===== src/rtl/tl_ul_pkg.sv =====
// TileLink-UL opcode constants, payload widths and beat-count helpers shared by the arbiter slice.
package tl_ul_pkg;

  localparam logic [2:0] PUT_FULL    = 3'd0;
  localparam logic [2:0] PUT_PARTIAL = 3'd1;
  localparam logic [2:0] ARITH       = 3'd2;
  localparam logic [2:0] LOGICAL     = 3'd3;
  localparam logic [2:0] GET         = 3'd4;
  localparam logic [2:0] INTENT      = 3'd5;

  localparam logic [2:0] ACK         = 3'd0;
  localparam logic [2:0] ACK_DATA    = 3'd1;

  localparam int DATA_W = 32;
  localparam int MASK_W = DATA_W / 8;
  localparam int BEAT_W = 8;

  // One 32-bit beat carries 4 bytes, so sizes above 4 bytes span 2^(size-2) beats.
  function automatic logic [BEAT_W-1:0] size_beats(input logic [3:0] size);
    if (size <= 4'd2) return BEAT_W'(1);
    return BEAT_W'(1) << (size - 4'd2);
  endfunction

  function automatic logic [BEAT_W-1:0] a_beats(input logic [2:0] opcode, input logic [3:0] size);
    if (opcode <= LOGICAL) return size_beats(size);
    return BEAT_W'(1);
  endfunction

  function automatic logic [BEAT_W-1:0] d_beats(input logic [2:0] opcode, input logic [3:0] size);
    if (opcode == ACK_DATA) return size_beats(size);
    return BEAT_W'(1);
  endfunction

endpackage


===== src/rtl/tl_beat_counter.sv =====
// Tracks progress through a multi-beat message: loads on the first fire, counts down, flags the last beat.
module tl_beat_counter
  import tl_ul_pkg::*;
(
  input  logic              clock,
  input  logic              reset_n,
  input  logic              fire,
  input  logic [BEAT_W-1:0] beats,
  output logic              busy,
  output logic              last
);

  logic [BEAT_W-1:0] beats_left;

  // While idle the current beat is the first one, so its own length decides whether it is also the last.
  assign last = busy ? (beats_left == BEAT_W'(1)) : (beats <= BEAT_W'(1));

  always_ff @(posedge clock or negedge reset_n) begin
    if (!reset_n) begin
      busy       <= 1'b0;
      beats_left <= '0;
    end else if (fire) begin
      if (busy) begin
        beats_left <= beats_left - BEAT_W'(1);
        if (beats_left == BEAT_W'(1)) busy <= 1'b0;
      end else if (beats > BEAT_W'(1)) begin
        busy       <= 1'b1;
        beats_left <= beats - BEAT_W'(1);
      end
    end
  end

endmodule


===== src/rtl/tl_ul_a_arbiter_2to1.sv =====
// Two-master TL-UL arbiter: round-robin A channel locked across bursts, D routed back by source MSB.
// Define TL_ARB_INFLIGHT_LIMIT_EN to cap each master at MAX_INFLIGHT outstanding messages.
module tl_ul_a_arbiter_2to1
  import tl_ul_pkg::*;
#(
  parameter int SRC_W        = 2,
  parameter int ADDR_W       = 32,
  parameter int MAX_INFLIGHT = 4
) (
  input  logic              clock,
  input  logic              reset_n,

  input  logic              m0_a_valid,
  output logic              m0_a_ready,
  input  logic [2:0]        m0_a_opcode,
  input  logic [2:0]        m0_a_param,
  input  logic [3:0]        m0_a_size,
  input  logic [SRC_W-1:0]  m0_a_source,
  input  logic [ADDR_W-1:0] m0_a_address,
  input  logic [MASK_W-1:0] m0_a_mask,
  input  logic [DATA_W-1:0] m0_a_data,
  input  logic              m0_a_corrupt,

  input  logic              m1_a_valid,
  output logic              m1_a_ready,
  input  logic [2:0]        m1_a_opcode,
  input  logic [2:0]        m1_a_param,
  input  logic [3:0]        m1_a_size,
  input  logic [SRC_W-1:0]  m1_a_source,
  input  logic [ADDR_W-1:0] m1_a_address,
  input  logic [MASK_W-1:0] m1_a_mask,
  input  logic [DATA_W-1:0] m1_a_data,
  input  logic              m1_a_corrupt,

  output logic              out_a_valid,
  input  logic              out_a_ready,
  output logic [2:0]        out_a_opcode,
  output logic [2:0]        out_a_param,
  output logic [3:0]        out_a_size,
  output logic [SRC_W:0]    out_a_source,
  output logic [ADDR_W-1:0] out_a_address,
  output logic [MASK_W-1:0] out_a_mask,
  output logic [DATA_W-1:0] out_a_data,
  output logic              out_a_corrupt,

  input  logic              out_d_valid,
  output logic              out_d_ready,
  input  logic [2:0]        out_d_opcode,
  input  logic [1:0]        out_d_param,
  input  logic [3:0]        out_d_size,
  input  logic [SRC_W:0]    out_d_source,
  input  logic              out_d_sink,
  input  logic              out_d_denied,
  input  logic [DATA_W-1:0] out_d_data,
  input  logic              out_d_corrupt,

  output logic              m0_d_valid,
  input  logic              m0_d_ready,
  output logic [2:0]        m0_d_opcode,
  output logic [1:0]        m0_d_param,
  output logic [3:0]        m0_d_size,
  output logic [SRC_W-1:0]  m0_d_source,
  output logic              m0_d_sink,
  output logic              m0_d_denied,
  output logic [DATA_W-1:0] m0_d_data,
  output logic              m0_d_corrupt,

  output logic              m1_d_valid,
  input  logic              m1_d_ready,
  output logic [2:0]        m1_d_opcode,
  output logic [1:0]        m1_d_param,
  output logic [3:0]        m1_d_size,
  output logic [SRC_W-1:0]  m1_d_source,
  output logic              m1_d_sink,
  output logic              m1_d_denied,
  output logic [DATA_W-1:0] m1_d_data,
  output logic              m1_d_corrupt
);

  if (MAX_INFLIGHT < 1 || MAX_INFLIGHT > 7) begin : g_bad_cfg
    $error("MAX_INFLIGHT must fit the 3-bit inflight counter (1..7)");
  end

  logic [1:0]        a_valid;
  logic [1:0]        a_avail;
  logic [1:0]        at_limit;
  logic              grant;
  logic              lock;
  logic              lock_idx;
  logic              rr_ptr;
  logic              a_fire;
  logic              a_last;
  logic [BEAT_W-1:0] a_beats_cur;

  assign a_valid = {m1_a_valid, m0_a_valid};
  assign a_avail = a_valid & ~at_limit;

  // Arbitration: a locked burst owns the port even while its master idles between beats.
  always_comb begin
    grant = rr_ptr;
    if (lock)                  grant = lock_idx;
    else if (a_avail[rr_ptr])  grant = rr_ptr;
    else if (a_avail[~rr_ptr]) grant = ~rr_ptr;
  end

  assign out_a_valid = lock ? a_valid[lock_idx] : (|a_avail);
  assign a_fire      = out_a_valid & out_a_ready;
  assign m0_a_ready  = out_a_ready & ~grant & (lock | a_avail[0]);
  assign m1_a_ready  = out_a_ready &  grant & (lock | a_avail[1]);

  assign out_a_opcode  = grant ? m1_a_opcode  : m0_a_opcode;
  assign out_a_param   = grant ? m1_a_param   : m0_a_param;
  assign out_a_size    = grant ? m1_a_size    : m0_a_size;
  assign out_a_source  = {grant, (grant ? m1_a_source : m0_a_source)};
  assign out_a_address = grant ? m1_a_address : m0_a_address;
  assign out_a_mask    = grant ? m1_a_mask    : m0_a_mask;
  assign out_a_data    = grant ? m1_a_data    : m0_a_data;
  assign out_a_corrupt = grant ? m1_a_corrupt : m0_a_corrupt;

  assign a_beats_cur = a_beats(out_a_opcode, out_a_size);

  tl_beat_counter u_a_cnt (
    .clock   (clock),
    .reset_n (reset_n),
    .fire    (a_fire),
    .beats   (a_beats_cur),
    .busy    (lock),
    .last    (a_last)
  );

  always_ff @(posedge clock or negedge reset_n) begin
    if (!reset_n) begin
      lock_idx <= 1'b0;
      rr_ptr   <= 1'b0;
    end else if (a_fire) begin
      if (!lock) lock_idx <= grant;
      if (a_last) rr_ptr <= ~grant;
    end
  end

  // D return path: the extra source MSB selects the master, payload is broadcast.
  assign m0_d_valid  = out_d_valid & ~out_d_source[SRC_W];
  assign m1_d_valid  = out_d_valid &  out_d_source[SRC_W];
  assign out_d_ready = out_d_source[SRC_W] ? m1_d_ready : m0_d_ready;

  assign m0_d_opcode  = out_d_opcode;
  assign m0_d_param   = out_d_param;
  assign m0_d_size    = out_d_size;
  assign m0_d_source  = out_d_source[SRC_W-1:0];
  assign m0_d_sink    = out_d_sink;
  assign m0_d_denied  = out_d_denied;
  assign m0_d_data    = out_d_data;
  assign m0_d_corrupt = out_d_corrupt;

  assign m1_d_opcode  = out_d_opcode;
  assign m1_d_param   = out_d_param;
  assign m1_d_size    = out_d_size;
  assign m1_d_source  = out_d_source[SRC_W-1:0];
  assign m1_d_sink    = out_d_sink;
  assign m1_d_denied  = out_d_denied;
  assign m1_d_data    = out_d_data;
  assign m1_d_corrupt = out_d_corrupt;

`ifdef TL_ARB_INFLIGHT_LIMIT_EN
  logic d_fire;
  logic d_last;
  logic d_busy;

  assign d_fire = out_d_valid & out_d_ready;

  tl_beat_counter u_d_cnt (
    .clock   (clock),
    .reset_n (reset_n),
    .fire    (d_fire),
    .beats   (d_beats(out_d_opcode, out_d_size)),
    .busy    (d_busy),
    .last    (d_last)
  );

  for (genvar i = 0; i < 2; i++) begin : g_inflight
    logic [2:0] count;
    logic       inc;
    logic       dec;

    assign inc = a_fire & a_last & (grant == 1'(i));
    // A stray response with nothing outstanding must not wrap the counter into a permanent stall.
    assign dec = d_fire & d_last & (out_d_source[SRC_W] == 1'(i)) & (count != 3'd0);
    assign at_limit[i] = (count == 3'(MAX_INFLIGHT));

    always_ff @(posedge clock or negedge reset_n) begin
      if (!reset_n)          count <= 3'd0;
      else if (inc && !dec)  count <= count + 3'd1;
      else if (dec && !inc)  count <= count - 3'd1;
    end
  end
`else
  assign at_limit = 2'b00;
`endif

endmodule


===== config.mk =====
export PLATFORM = sky130hd
export DESIGN_NAME = tl_ul_a_arbiter_2to1
export DESIGN_NICKNAME = d
export VERILOG_FILES = /design/src/rtl/tl_ul_pkg.sv /design/src/rtl/tl_beat_counter.sv /design/src/rtl/tl_ul_a_arbiter_2to1.sv
export SDC_FILE = /design/constraint.sdc
export NUM_CORES = 1
export LEC_CHECK = 0
export BUFFER_PORTS_ARGS = -buffer_cell sky130_fd_sc_hd__buf_2
export CAP_MARGIN = 10
export CORE_AREA = 2 2 154 156
export DETAILED_ROUTE_END_ITERATION = 12
export DIE_AREA = 0 0 156 158
export GPL_TIMING_DRIVEN = 0
export SLEW_MARGIN = 5
export SYNTH_ARGS = -nofsm -noshare
export SYNTH_HDL_FRONTEND = slang
export SYNTH_SLANG_ARGS = --single-unit

===== constraint.sdc =====
create_clock -name clock -period 2.9 [get_ports clock]
set_clock_uncertainty 0.1 [all_clocks]
set_input_delay 0.58 -clock clock [delete_from_list [all_inputs] [get_ports clock]]
set_output_delay 0.58 -clock clock [all_outputs]
set_load 0.01 [all_outputs]

Yosys cells after proc, flatten, opt, wreduce, memory -nomap -nowiden --
Cells that the tools add are included.
Word-level totals: flip-flop bits (word level) 11, bits of input ports 217, word-level logic and storage cells 66
Operators by class: add/sub/neg operators 3, $lt $le $gt $ge 7, equal/unequal tests 1, shift-type cells 1, mux-type cells 32, bitwise operators 13, reduce and logical (&&, ||, !) cells 5
Operators with widths (count):
- 32-bit two-way mux | 2
- 8-bit two-way mux | 6
- 1-bit two-way mux | 19
- 8-bit by 1-bit subtractor with 8-bit output, second input constant | 2
- 8-bit by 1-bit equality test with 1-bit output, second input constant | 1
- 8-bit by 1-bit > comparator with 1-bit output, second input constant | 1
- 8-bit by 1-bit less-or-equal comparator with 1-bit output, second input constant | 1
- 4-bit two-way mux | 2
- 1-bit by 4-bit << shifter with 8-bit output, first input constant | 1
- 1-bit AND | 7
- 1-bit by 2-bit < comparator with 1-bit output, second input constant | 3
- 3-bit two-way mux | 2
- 2-bit AND reduction | 3
- 4-bit by 2-bit less-or-equal comparator with 1-bit output, second input constant | 1
- 1-bit NOT | 4
- 4-bit by 2-bit subtractor with 4-bit output, second input constant | 1
- 3-bit by 2-bit less-or-equal comparator with 1-bit output, second input constant | 1
- 2-bit two-way mux | 1
- 1-bit OR | 2
- 2-bit nonzero test | 1
- 2-bit OR reduction | 1

Longest topological paths before layout --
word-level depth 16, depth in mapped cells 16

By module --
From an unflattened synthesis, not the netlist that was laid out.
Second synthesis, totals: cell total of the unflattened synthesis 337, area, all modules 3194.3 um^2
By module, submodules not included:
- tl_ul_a_arbiter_2to1 | times used 1, cells each 244, area an instance 2456.1 um^2, sequential area each 50.0 um^2
- tl_beat_counter | times used 1, cells each 93, area an instance 738.2 um^2, sequential area each 225.2 um^2

Worst setup path before layout --
Ideal clock, no wire load.
kind input-to-reg, start point in m0_a_valid, end point reg u_a_cnt.beats_left[6], library setup time 104 ps, arrival time 3198 ps, data required time 2696 ps, slack -502 ps, stages 14, cell sequence a21boi_1 o31a_1 buf_6 inv_1 buf_2 o21ai_0 nand2b_1 ha_1 clkbuf_1 or4_1 o21ai_0 a221o_1 a211oi_1 a221oi_1
On the way: elaborated cells on any way between the ends 30, classes of those cells add/sub: 2; order compare: 3; shift: 1; mux: 20; bitwise: 1; reduce/logical: 3
RTL lines:
- from (decl) | RTL line tl_ul_a_arbiter_2to1.sv:13 | input logic m0_a_valid,
- 1-bit two-way mux (implied by the code) (2 in series) | RTL line tl_ul_a_arbiter_2to1.sv:103 | else if (a_avail[~rr_ptr]) grant = ~rr_ptr;
- 1-bit two-way mux | RTL line tl_ul_a_arbiter_2to1.sv:103
- 1-bit two-way mux (*) | RTL line tl_ul_a_arbiter_2to1.sv:102 | else if (a_avail[rr_ptr]) grant = rr_ptr;
- 1-bit two-way mux (*) | RTL line tl_ul_a_arbiter_2to1.sv:101 | if (lock) grant = lock_idx;
- 3-bit two-way mux (*) | RTL line tl_ul_a_arbiter_2to1.sv:111 | assign out_a_opcode = grant ? m1_a_opcode : m0_a_opcode;
- named net out_a_opcode[2] | RTL line tl_ul_a_arbiter_2to1.sv:37 | output logic [2:0] out_a_opcode,
- 3-bit by 2-bit less-or-equal comparator with 1-bit output (*) | RTL line tl_ul_pkg.sv:25 | if (opcode <= LOGICAL) return size_beats(size);
- 1-bit two-way mux (*) | RTL line tl_ul_pkg.sv:25
- 8-bit two-way mux (*) | RTL line tl_ul_pkg.sv:26 | return BEAT_W'(1);
- 8-bit by 1-bit subtractor with 8-bit output or 8-bit by 1-bit > comparator with 1-bit output (tied branches) | RTL line tl_beat_counter.sv:28, tl_beat_counter.sv:26
- 8-bit two-way mux or 2-bit nonzero test (tied branches)
- 8-bit two-way mux or 2-bit AND reduction (tied branches)
- to (signal assigned) | RTL line tl_beat_counter.sv:24 | beats_left <= beats_left - BEAT_W'(1);
- to (signal assigned) | RTL line tl_beat_counter.sv:28 | beats_left <= beats - BEAT_W'(1);
- to (decl) | RTL line tl_beat_counter.sv:13 | logic [BEAT_W-1:0] beats_left;
The timed path passes the listed nets; every way through them passes the cells marked *. The select of a mux whose other input is x is not followed. A chain may end at the register's enable or synchronous reset.

Worst setup path after layout --
start point in m0_a_valid, end point reg u_a_cnt.beats_left[6]
On the way: longest elaborated chain between the ends 15, elaborated cells on any way between the ends 30, classes of those cells add/sub: 2; order compare: 3; shift: 1; mux: 20; bitwise: 1; reduce/logical: 3
Ends and longest elaborated chain:
- 1-bit two-way mux (implied by the code) (2 in series) | RTL line tl_ul_a_arbiter_2to1.sv:103
- 1-bit two-way mux | RTL line tl_ul_a_arbiter_2to1.sv:103
- 1-bit two-way mux | RTL line tl_ul_a_arbiter_2to1.sv:102
- 1-bit two-way mux | RTL line tl_ul_a_arbiter_2to1.sv:101
- 4-bit two-way mux | RTL line tl_ul_a_arbiter_2to1.sv:113 | assign out_a_size = grant ? m1_a_size : m0_a_size;
- 4-bit by 2-bit less-or-equal comparator with 1-bit output | RTL line tl_ul_pkg.sv:20 | if (size <= 4'd2) return BEAT_W'(1);
- 1-bit two-way mux | RTL line tl_ul_pkg.sv:20
- 1-bit two-way mux | RTL line tl_ul_pkg.sv:25
- 8-bit two-way mux | RTL line tl_ul_pkg.sv:21 | return BEAT_W'(1) << (size - 4'd2);
- 8-bit two-way mux | RTL line tl_ul_pkg.sv:25
- 8-bit two-way mux | RTL line tl_ul_pkg.sv:26
- 8-bit by 1-bit subtractor with 8-bit output or 8-bit by 1-bit > comparator with 1-bit output (tied branches) | RTL line tl_beat_counter.sv:28, tl_beat_counter.sv:26
- 8-bit two-way mux or 2-bit nonzero test (tied branches)
- 8-bit two-way mux or 2-bit AND reduction (tied branches)
Parallel ways exist; a longest one is shown, timed or not. The select of a mux whose other input is x is not followed.

==> metrics.yaml <==
status: "complete, but fails checks"
violations: "negative setup slack"
syn_inst: 505
cts.sinks: 11
io-pin-count: 397
portBuffers: 346
cts-htree-levels: 1
synth_top_flop_cell: "dfrtp_1"
async_flop_share: 1.00
crit_fanout: 5
drt_iter0_drc: 310
vias: 4451
drt-pass1-iter-count: 4
p_leak_uw: 0.00330
setup_ws_ns: -0.152
tns_ns: -0.879
critical_path.slowest_cell: "or4_1"
syn_to_final_growth_pct: 90.8
drv_slew: 0
cp_data_required_time_ns: 2.94
synth_edf_count: 0
overflow: 0
maxCapViolCount: 0
initial_core_util: 0.125
timing.final.crit_share: 1.05
yosys_warnings: 0
die_h_um: 158
antenna_found_initial: 1
finalHoldViolations: 0
tritoncts: "yes"
cp_cell_sequence: "buf_8 > a21boi_2 > o31a_1 > buf_6 > inv_8 > buf_8 > nand4_1 > o41ai_4 > nand2b_4 > ha_4 > clkbuf_8 > or4_1 > o21ai_1 > a221o_1 > a211oi_2 > a221oi_1"
tightest_slew_ns: 0.835
r2r_slack_ns: -0.10
min_period_ns: 3.05
nFillCells: 2617
r2r_cells: 17
first_global_vias: 3879
arrival_ns: 3.09
fmax_ghz: 0.328
cpPeakStageDelay_ns: 0.39
post-place-ws_ns: -0.889
cpMostUsedCell: "buf_8"
clk_pin_slew_ns: 0.04
grt_max_degree: 12
gp_congestion: 0.841
wirelength_um: 16000
worst_setup_path_start_kind: "input port"
cp-end-kind: "flop"
nets: 1091
r2r-end: "u_a_cnt.beats_left[6]"
ys_ff_latch: 11
dieArea_mm2: 0.0246
clockRootBuffer: "clkbuf_16"
synth_fp_nets: 726
final_layout_size_suffix_gt1_frac: 0.583
gr-usage-all-layers: 0.116
die_w_um: 156
cts_buffers: 3
core_area_mm2: 0.0231
synth_cell_types: 45
ant_nets: 0
syn_avg_cell_area_um2: 5.68
route.detailed.drc: 0
ir_drop_mv: 0.352
powerDensity_mw_per_mm2: 850
reg2reg_from: "u_a_cnt.busy"
crit_type: "in -> reg"
vias_per_cell: 3.83
grt_pass1_wl_um: 22000
wl_per_cell_um: 13.8
row_count: 56
cts_buffer_depth: 2
utilization: 0.238
min_path_type: "in -> async"
slew_headroom: 0.438
clock_latency_ns: 0.24
setup_violations: 10
rsz0062_at_grt: "yes"
ys_seq_area_frac: 0.0959
synth_area_mm2: 0.00287
hpwlAfterDp_um: 13800
## layout make-up
type                            count  area, µm²  share of cell area
Timing Repair Buffer              362       1890               0.346
Multi-Input combinational cell    360       1850               0.337
Buffer                            120        958               0.175
Tap cell                          290        363              0.0663
Sequential cell                    11        275              0.0503
Clock buffer                        4       78.8              0.0144
Inverter                           12       52.6             0.00960
Antenna cell                        3       7.51             0.00137
## routing by layer
metal	wire, µm	part of all wire	GRT usage
met5	0	0	0
met4	231	0.014	0.0245
met3	975	0.061	0.0104
met2	8610	0.54	0.221
met1	6220	0.39	0.142
## Yosys cell counts, drive strengths merged, types with 6 or more instances
library cell / number / area (µm²)
nand3: 7 / 35.0
a21oi: 8 / 40.0
dfrtp: 11 / 275
nor3b: 6 / 45.0
clkbuf: 13 / 48.8
nor2: 14 / 52.6
nand2: 253 / 950
o21ai: 8 / 40.0
buf: 109 / 791
inv: 12 / 45.0
mux2i: 6 / 60.1
## worst max-delay path: cells and delay by family
family | cells | cell delay, ns
buffers and inverters | 5 | 0.55
adder cells (fa/ha/maj) | 1 | 0.17
AO/OA/AOI/OAI | 7 | 1.14
AND/OR/NAND/NOR | 3 | 0.65
## timing repair
item,4_1_cts,5_1_grt
endpoints found under the setup margin,93,86
cloned,1,0
buffers inserted,12,3
pin swaps,14,7
resized for setup,62,13
hold buffers,0,0
## report_power, final
part,internal [µW],total [µW],switching [µW]
clock network,185,254,69.8
registers,228,298,69.5
logic,1830,4100,2270
## cells by family (layout without fill, tap and decap cells)
family	after synthesis	after routing	share of synthesized area
compound gates	43	43	0.109
xor+xnor	1	1	0.00305
fa+ha+maj	4	4	0.0174
buf+inv	134	498	0.308
flops	11	11	0.0959
mux	10	10	0.0379
other cells	0	3	0
simple gates	302	302	0.429
## sequential cells by signal, indices dropped and copies added, names as in the netlist
| register | flops |
|---|---|
| rr_ptr | 1 |
| u_a_cnt.beats_left | 8 |
| u_a_cnt.busy | 1 |
| lock_idx | 1 |
## worst max path at each step
stage	startpoint	to	slack (ns)	cells after the start
2_1_floorplan	m0_a_valid	u_a_cnt.beats_left[7]	-0.21	15
3_3_place_gp	m0_a_valid	out_a_size[1]	-0.89	9
3_5_place_dp	m0_a_valid	out_a_size[1]	-0.89	9
4_1_cts	m0_a_valid	u_a_cnt.beats_left[6]	-0.22	16
5_1_grt	m0_a_valid	u_a_cnt.beats_left[6]	-0.29	16
6_report	m0_a_valid	u_a_cnt.beats_left[6]	-0.15	16
## metrics by stage
stage | hold WS, ns | cells | area [µm²] | power [µW]
floorplan | 0.184 | 505 | 2930 | 2390
global placement | 0.363 | 1141 | 5030 | 3770
detailed placement | 0.363 | 1141 | 5030 | 3800
CTS | 0.108 | 1157 | 5420 | 4630
global route | 0.124 | 1161 | 5470 | 5090
finish | 0.0991 | 1162 | 5480 | 4650
## placed cells by master (no fill, tap or decap), types with 4 or more instances in the layout
cell type	Yosys	routed
inv_1	12	11
nor3b_1	6	5
nand2_1	253	250
buf_2	14	346
and3_1	4	4
mux2i_1	6	5
nor3_1	4	4
nand3_1	7	7
clkbuf_1	13	4
buf_4	93	109
clkbuf_2	0	4
buf_8	0	5
dfrtp_1	11	11
buf_6	2	7
nor2_1	14	14
a21oi_1	8	8
o21ai_0	8	4
Power figures use the tool's default switching activity.
